[config.mk]
export PLATFORM = sky130hd
export DESIGN_NAME = imem_loader
export DESIGN_NICKNAME = d
export VERILOG_FILES = /design/src/rtl/imem_loader.sv
export SDC_FILE = /design/constraint.sdc
export NUM_CORES = 1
export LEC_CHECK = 0
export CORE_MARGIN = 5
export CORE_UTILIZATION = 52
export CTS_BUF_LIST = sky130_fd_sc_hd__clkbuf_4 sky130_fd_sc_hd__clkbuf_8 sky130_fd_sc_hd__clkbuf_16
export DETAILED_ROUTE_END_ITERATION = 16
export PLACE_DENSITY = 0.9
export SLEW_MARGIN = 20
export SYNTH_ARGS = -nofsm -noshare
export SYNTH_HDL_FRONTEND = slang
export SYNTH_SLANG_ARGS = --single-unit
[constraint.sdc]
create_clock -name clk -period 2.6 [get_ports clk]
set_clock_uncertainty 0.05 [all_clocks]
set_input_delay 0.78 -clock clk [delete_from_list [all_inputs] [get_ports clk]]
set_output_delay 0.78 -clock clk [all_outputs]
set_load 0.02 [all_outputs]
[src/rtl/imem_loader.sv]
// Instruction-memory loader: assembles a byte stream into little-endian words,
// writes them to addresses 0..Depth-1, and holds the core in reset until the load is complete.
module imem_loader #(
    parameter int Width     = 32,
    parameter int Depth     = 32,
    parameter int AddrWidth = $clog2(Depth)
) (
    input  logic                 clk,
    input  logic                 reset,
    input  logic                 inValid,
    input  logic [7:0]           inData,
    output logic                 inReady,
    output logic                 wrEn,
    output logic [AddrWidth-1:0] addr,
    output logic [Width-1:0]     data,
    output logic [AddrWidth:0]   wordCount,
    input  logic                 restart,
    output logic                 done,
    output logic                 cpuReset
);

    localparam int Bytes = Width / 8;
    localparam int BIdxW = (Bytes > 1) ? $clog2(Bytes) : 1;
    localparam logic [BIdxW-1:0]     LastByte = BIdxW'(Bytes - 1);
    localparam logic [BIdxW-1:0]     BIdxOne  = BIdxW'(1);
    localparam logic [AddrWidth-1:0] LastWord = AddrWidth'(Depth - 1);
    localparam logic [AddrWidth-1:0] WIdxOne  = AddrWidth'(1);
    localparam logic [AddrWidth:0]   CntOne   = (AddrWidth + 1)'(1);

    typedef enum logic [1:0] {
        S_LOAD  = 2'd0,
        S_WRITE = 2'd1,
        S_DONE  = 2'd2
    } state_t;

    state_t               r_state;
    state_t               w_next;
    logic [BIdxW-1:0]     r_bidx;
    logic [AddrWidth-1:0] r_widx;
    logic [Width-1:0]     r_asm;
    logic [Width-1:0]     w_word;
    logic [AddrWidth-1:0] r_addr;
    logic [Width-1:0]     r_data;
    logic [AddrWidth:0]   r_count;
    logic                 r_done;
    logic                 r_cpuReset;

    // The incoming byte always completes the top lane when it is the last one of a word.
    always_comb begin
        w_word                 = r_asm;
        w_word[Width-1 -: 8]   = inData;
    end

    always_ff @(posedge clk) begin
        if (reset) begin
            r_state <= S_LOAD;
        end else begin
            r_state <= w_next;
        end
    end

    always_comb begin
        w_next  = r_state;
        inReady = 1'b0;
        wrEn    = 1'b0;
        case (r_state)
            S_LOAD: begin
                inReady = !reset;
                if (inValid && (r_bidx == LastByte)) begin
                    w_next = S_WRITE;
                end
            end
            S_WRITE: begin
                wrEn   = 1'b1;
                w_next = (r_widx == LastWord) ? S_DONE : S_LOAD;
            end
            S_DONE: begin
                if (restart) begin
                    w_next = S_LOAD;
                end
            end
            default: w_next = S_LOAD;
        endcase
    end

    always_ff @(posedge clk) begin
        if (reset) begin
            r_bidx     <= '0;
            r_widx     <= '0;
            r_asm      <= '0;
            r_addr     <= '0;
            r_data     <= '0;
            r_count    <= '0;
            r_done     <= 1'b0;
            r_cpuReset <= 1'b1;
        end else begin
            case (r_state)
                S_LOAD: begin
                    if (inValid) begin
                        if (r_bidx == LastByte) begin
                            r_bidx <= '0;
                            r_addr <= r_widx;
                            r_data <= w_word;
                        end else begin
                            r_asm[8*int'(r_bidx) +: 8] <= inData;
                            r_bidx <= r_bidx + BIdxOne;
                        end
                    end
                end
                S_WRITE: begin
                    r_count <= r_count + CntOne;
                    r_asm   <= '0;
                    if (r_widx == LastWord) begin
                        r_done     <= 1'b1;
                        r_cpuReset <= 1'b0;
                    end else begin
                        r_widx <= r_widx + WIdxOne;
                    end
                end
                S_DONE: begin
                    // addr/data keep the last written word so the memory port stays quiet.
                    if (restart) begin
                        r_widx     <= '0;
                        r_bidx     <= '0;
                        r_count    <= '0;
                        r_done     <= 1'b0;
                        r_cpuReset <= 1'b1;
                    end
                end
                default: ;
            endcase
        end
    end

    assign addr      = r_addr;
    assign data      = r_data;
    assign wordCount = r_count;
    assign done      = r_done;
    assign cpuReset  = r_cpuReset;

endmodule
Word level (Yosys, flattened, before mapping)
Index checks and enable logic that the tools add are counted.
{"block": "classes", "add_sub_neg": 4, "n_eq_ne": 10, "shift": 2, "muxes": 24, "reduce_logical": 13}
{"operator": "32-bit two-way mux", "n": 2}
{"operator": "32-bit one-hot mux with 2 select lines", "n": 1}
{"operator": "5-bit negation with 33-bit output", "n": 1}
{"operator": "8-bit by 33-bit variable shift with 32-bit output (first input constant)", "n": 1}
{"operator": "8-bit by 33-bit variable part select with 32-bit output", "n": 1}
{"operator": "32-bit bitwise mux", "n": 1}
{"operator": "3-bit AND reduction", "n": 5}
{"operator": "2-bit != test (second input constant)", "n": 6}
{"operator": "6-bit one-hot mux with 2 select lines", "n": 1}
{"operator": "2-bit two-way mux", "n": 5}
{"operator": "5-bit two-way mux", "n": 2}
{"operator": "5-bit one-hot mux with 2 select lines", "n": 1}
{"operator": "6-bit by 1-bit adder with 6-bit output (second input constant)", "n": 1}
{"operator": "1-bit two-way mux", "n": 6}
{"operator": "6-bit two-way mux", "n": 1}
{"operator": "2-bit one-hot mux with 3 select lines", "n": 1}
{"operator": "2-bit nonzero test", "n": 3}
{"operator": "5-bit by 1-bit adder with 5-bit output (second input constant)", "n": 1}
{"operator": "5-bit equality test (second input constant)", "n": 1}
{"operator": "2-bit equality test (second input constant)", "n": 2}
{"operator": "1-bit one-hot mux with 2 select lines", "n": 2}
{"operator": "2-bit one-hot mux with 2 select lines", "n": 1}
{"operator": "2-bit AND reduction", "n": 2}
{"operator": "2-bit by 1-bit adder with 2-bit output (second input constant)", "n": 1}
{"operator": "4 further kinds", "n": 4}
{"block": "word_totals", "regBits": 86, "output_inout_bits": 47, "elab_cells": 62}

Longest topological paths before layout
{"block": "depth", "ltp_word": 6, "depth_mapped": 8, "mapped_depth_nobuf": 6}

Worst setup path before layout
Ideal clock, no wire load.
{"block": "synth_timing", "path_kind": "input to output", "from": "in reset", "to": "out inReady", "arrival_ns": 1.569, "t_required_ns": 1.770, "path_slack_ns": 0.201, "cell_stages": 3, "path_cell_list": "buf_2 clkbuf_1 nor3_1"}
{"block": "synth_via", "elab_chain_len": 2}
{"item": "start: declaration", "line": "9", "text": "input logic reset,"}
{"item": "1-bit zero test", "line": "68", "text": "inReady = !reset;"}
{"item": "1-bit two-way mux", "line": "66", "text": "case (r_state)"}
{"item": "end: declaration", "line": "12", "text": "output logic inReady,"}
No other way between the ends.

Final worst setup path
{"block": "layout_timing", "from": "reg r_state[0]", "to": "out wrEn"}
{"block": "layout_via", "elab_chain_len": 2}
{"item": "start: declaration", "line": "36", "text": "state_t r_state;"}
{"item": "start signal: assignment", "line": "58", "text": "r_state <= w_next;"}
{"item": "2-bit by 1-bit equality test with 1-bit output", "line": "66"}
{"item": "1-bit two-way mux", "line": "66"}
{"item": "end: declaration", "line": "13", "text": "output logic wrEn,"}
No other way between the ends.

==> run metrics <==
root buf cell clkbuf_8; crit path launch type flip-flop; Worst-path clk slew 90 ps; worst slew pin tran 742 ps; Main synth FF type dfxtp_1; nets 461; count leader, synth nand2_1; DRC 0; largest net degree at the start of global routing 89; Starting DRT DRC Count 219; syn avg cell area 8.55 um2; CTS tree done; Relative slew margins 50.5%; starting density of the core 53.6%; setup TNS 0 ps; number of synthesized flops with an enable pin 0; synth cell count leaders nand2_1, dfxtp_1, a21oi_1; Total GRT Usage 18.0%; fmax 398 MHz; overall power 2300 uW; routed vias/inst 5.54; Num CTS Buffers 9; FP Rows 29; GPL Wtd Cong 0.847; Final period util 96.6%; drt first pass iters 5; RSZ-0062 raised after global routing no; # diodes 0; crit path time final 2510 ps; via count 2899; Die Y 90.9 um; Final Non-Filler Cells 523; clk sinks 78; Buffers on Ports 58; Core Box Area 6350 um2; layout cells sized above 1 6.73%; sequential area share after synthesis 45.9%; Crit path required time 1770 ps; Hold Fails Final Rpt 0; CTS max path bufs 2; Layout Utilization 66.0%; Routed WL per cell 14.7 um; Place WS 89.4 ps; Synth warnings 0; Final ANT Viol Nets 0; Clock Latency Late Sink 350 ps; CTS H-tree lvls 3; max cap viols 0; FF+latch count, synth 78; Leakage 0.00146 uW; global-route wire length before repair 12.5 mm; CP arrival 1680 ps; CP Class reg2out; Die W 90.9 um; post-synthesis instance total 398; Pwr Density 549 nW/um2; Yosys top cell by area dfxtp_1; status finished clean; number of I/O pins 59; Synth top area share 45.9%; DP HPWL 5.14 mm; placed cell count 507; synth top area cells dfxtp_1, nand2_1, a21oi_1; initial antenna violation count 0; slack of the critical path 89.6 ps; CTS Hold Bufs 0; syn nets 418; die area 8260 um2; Hold Crit Class reg2reg; setup bufs post-CTS 0; synth unique cells 41; critical path fanouts, max 15; Async S/R FF share, synth 0%; Final Setup Violations 0; Synth-to-Final Area Change 23.3%; fin. max-slew vios 0; Max VDD drop 0.334 mV; GRT Residual Overflow 0; DRT Wirelength 7.66 mm; vias in the first global route 2763; Mapped Area 3400 um2; CP endpoint kind output pin
-- stage by stage --
| stage | instance area, um2 | hold WS (ps) |
|---|---|---|
| 4_1_cts | 4190 | 399 |
| 3_3_place_gp | 3990 | 390 |
| 6_report | 4190 | 398 |
| 2_1_floorplan | 3400 | 382 |
| 3_5_place_dp | 3990 | 391 |
| 5_1_grt | 4190 | 427 |
-- worst max-delay path: stages (launching register included) --
cell and delay, ps:
dfxtp_2 490, nand2b_4 160, inv_2 80, clkdlybuf4s50_1 600
-- final timing paths --
path | from | to | slack, ps | cells past startpoint
min reg2reg | r_asm[18] | data[18] | 400 | 2
max | r_state[0] | wrEn | 90 | 3
min | r_asm[18] | data[18] | 400 | 2
max reg2reg | r_bidx[1] | r_asm[13] | 620 | 5
-- per-layer routing --
metal / GRT usage, % / wire length (um) / vias up
met1: 21.3 / 3370 / 1335
li1: - / - / 1472
met2: 31.6 / 3750 / 84
met4: 6.23 / 91 / 0
met5: 0 / 0 / -
met3: 4.25 / 444 / 8
-- cell families (layout without fill, tap and decap cells) --
group	after synthesis	count (layout)	synth area share, %
compound gates	71	71	11.3
xor+xnor	1	1	0.257
fa+ha+maj	8	8	2.94
buf+inv	38	86	5.11
flops	78	78	45.9
mux	17	17	5.00
simple gates	185	185	29.5
-- repair_timing --
action	4_1_cts	5_1_grt
gates resized for setup	1	0
endpoints found under the setup margin	1	0
endpoints found under the hold margin	0	0
-- registers in the layout, summed over array words and instances, names as in the netlist --
signal / flops
data: 32
r_asm: 24
wordCount: 6
addr: 5
r_widx: 5
r_bidx: 2
r_state: 2
cpuReset: 1
done: 1
-- power by group --
| part | switching, uW | total, uW | internal, uW | leakage, uW |
|---|---|---|---|---|
| registers | 7.93 | 1210 | 1200 | 0.000630 |
| logic | 102 | 163 | 61.1 | 0.000732 |
| clock network | 473 | 929 | 456 | 0.000101 |
-- cell type report --
cell class,count,area [um2]
fillers,520,2160
multi-input cells,282,1670
flip-flops and latches,78,1560
repair buffers,67,656
clock buffers,9,124
well taps,77,96.3
clock inverters,7,77.6
inverters,3,11.3
-- cell usage in the layout (no fill, tap or decap), types with 3 or more instances in the layout --
master	synthesis	layout
nand2_1	87	87
dfxtp_1	78	77
clkdlybuf4s50_1	0	57
a21oi_1	55	55
nand2b_1	22	22
or4_1	18	18
mux2i_1	17	17
nand3_1	15	15
clkbuf_8	0	9
nand4b_1	8	8
nand4_1	8	8
ha_1	8	8
buf_4	0	8
nand3b_1	6	6
nor2_1	5	5
o21ai_0	4	4
inv_6	0	4
o21bai_1	3	3
Power figures use the tool's default switching activity.
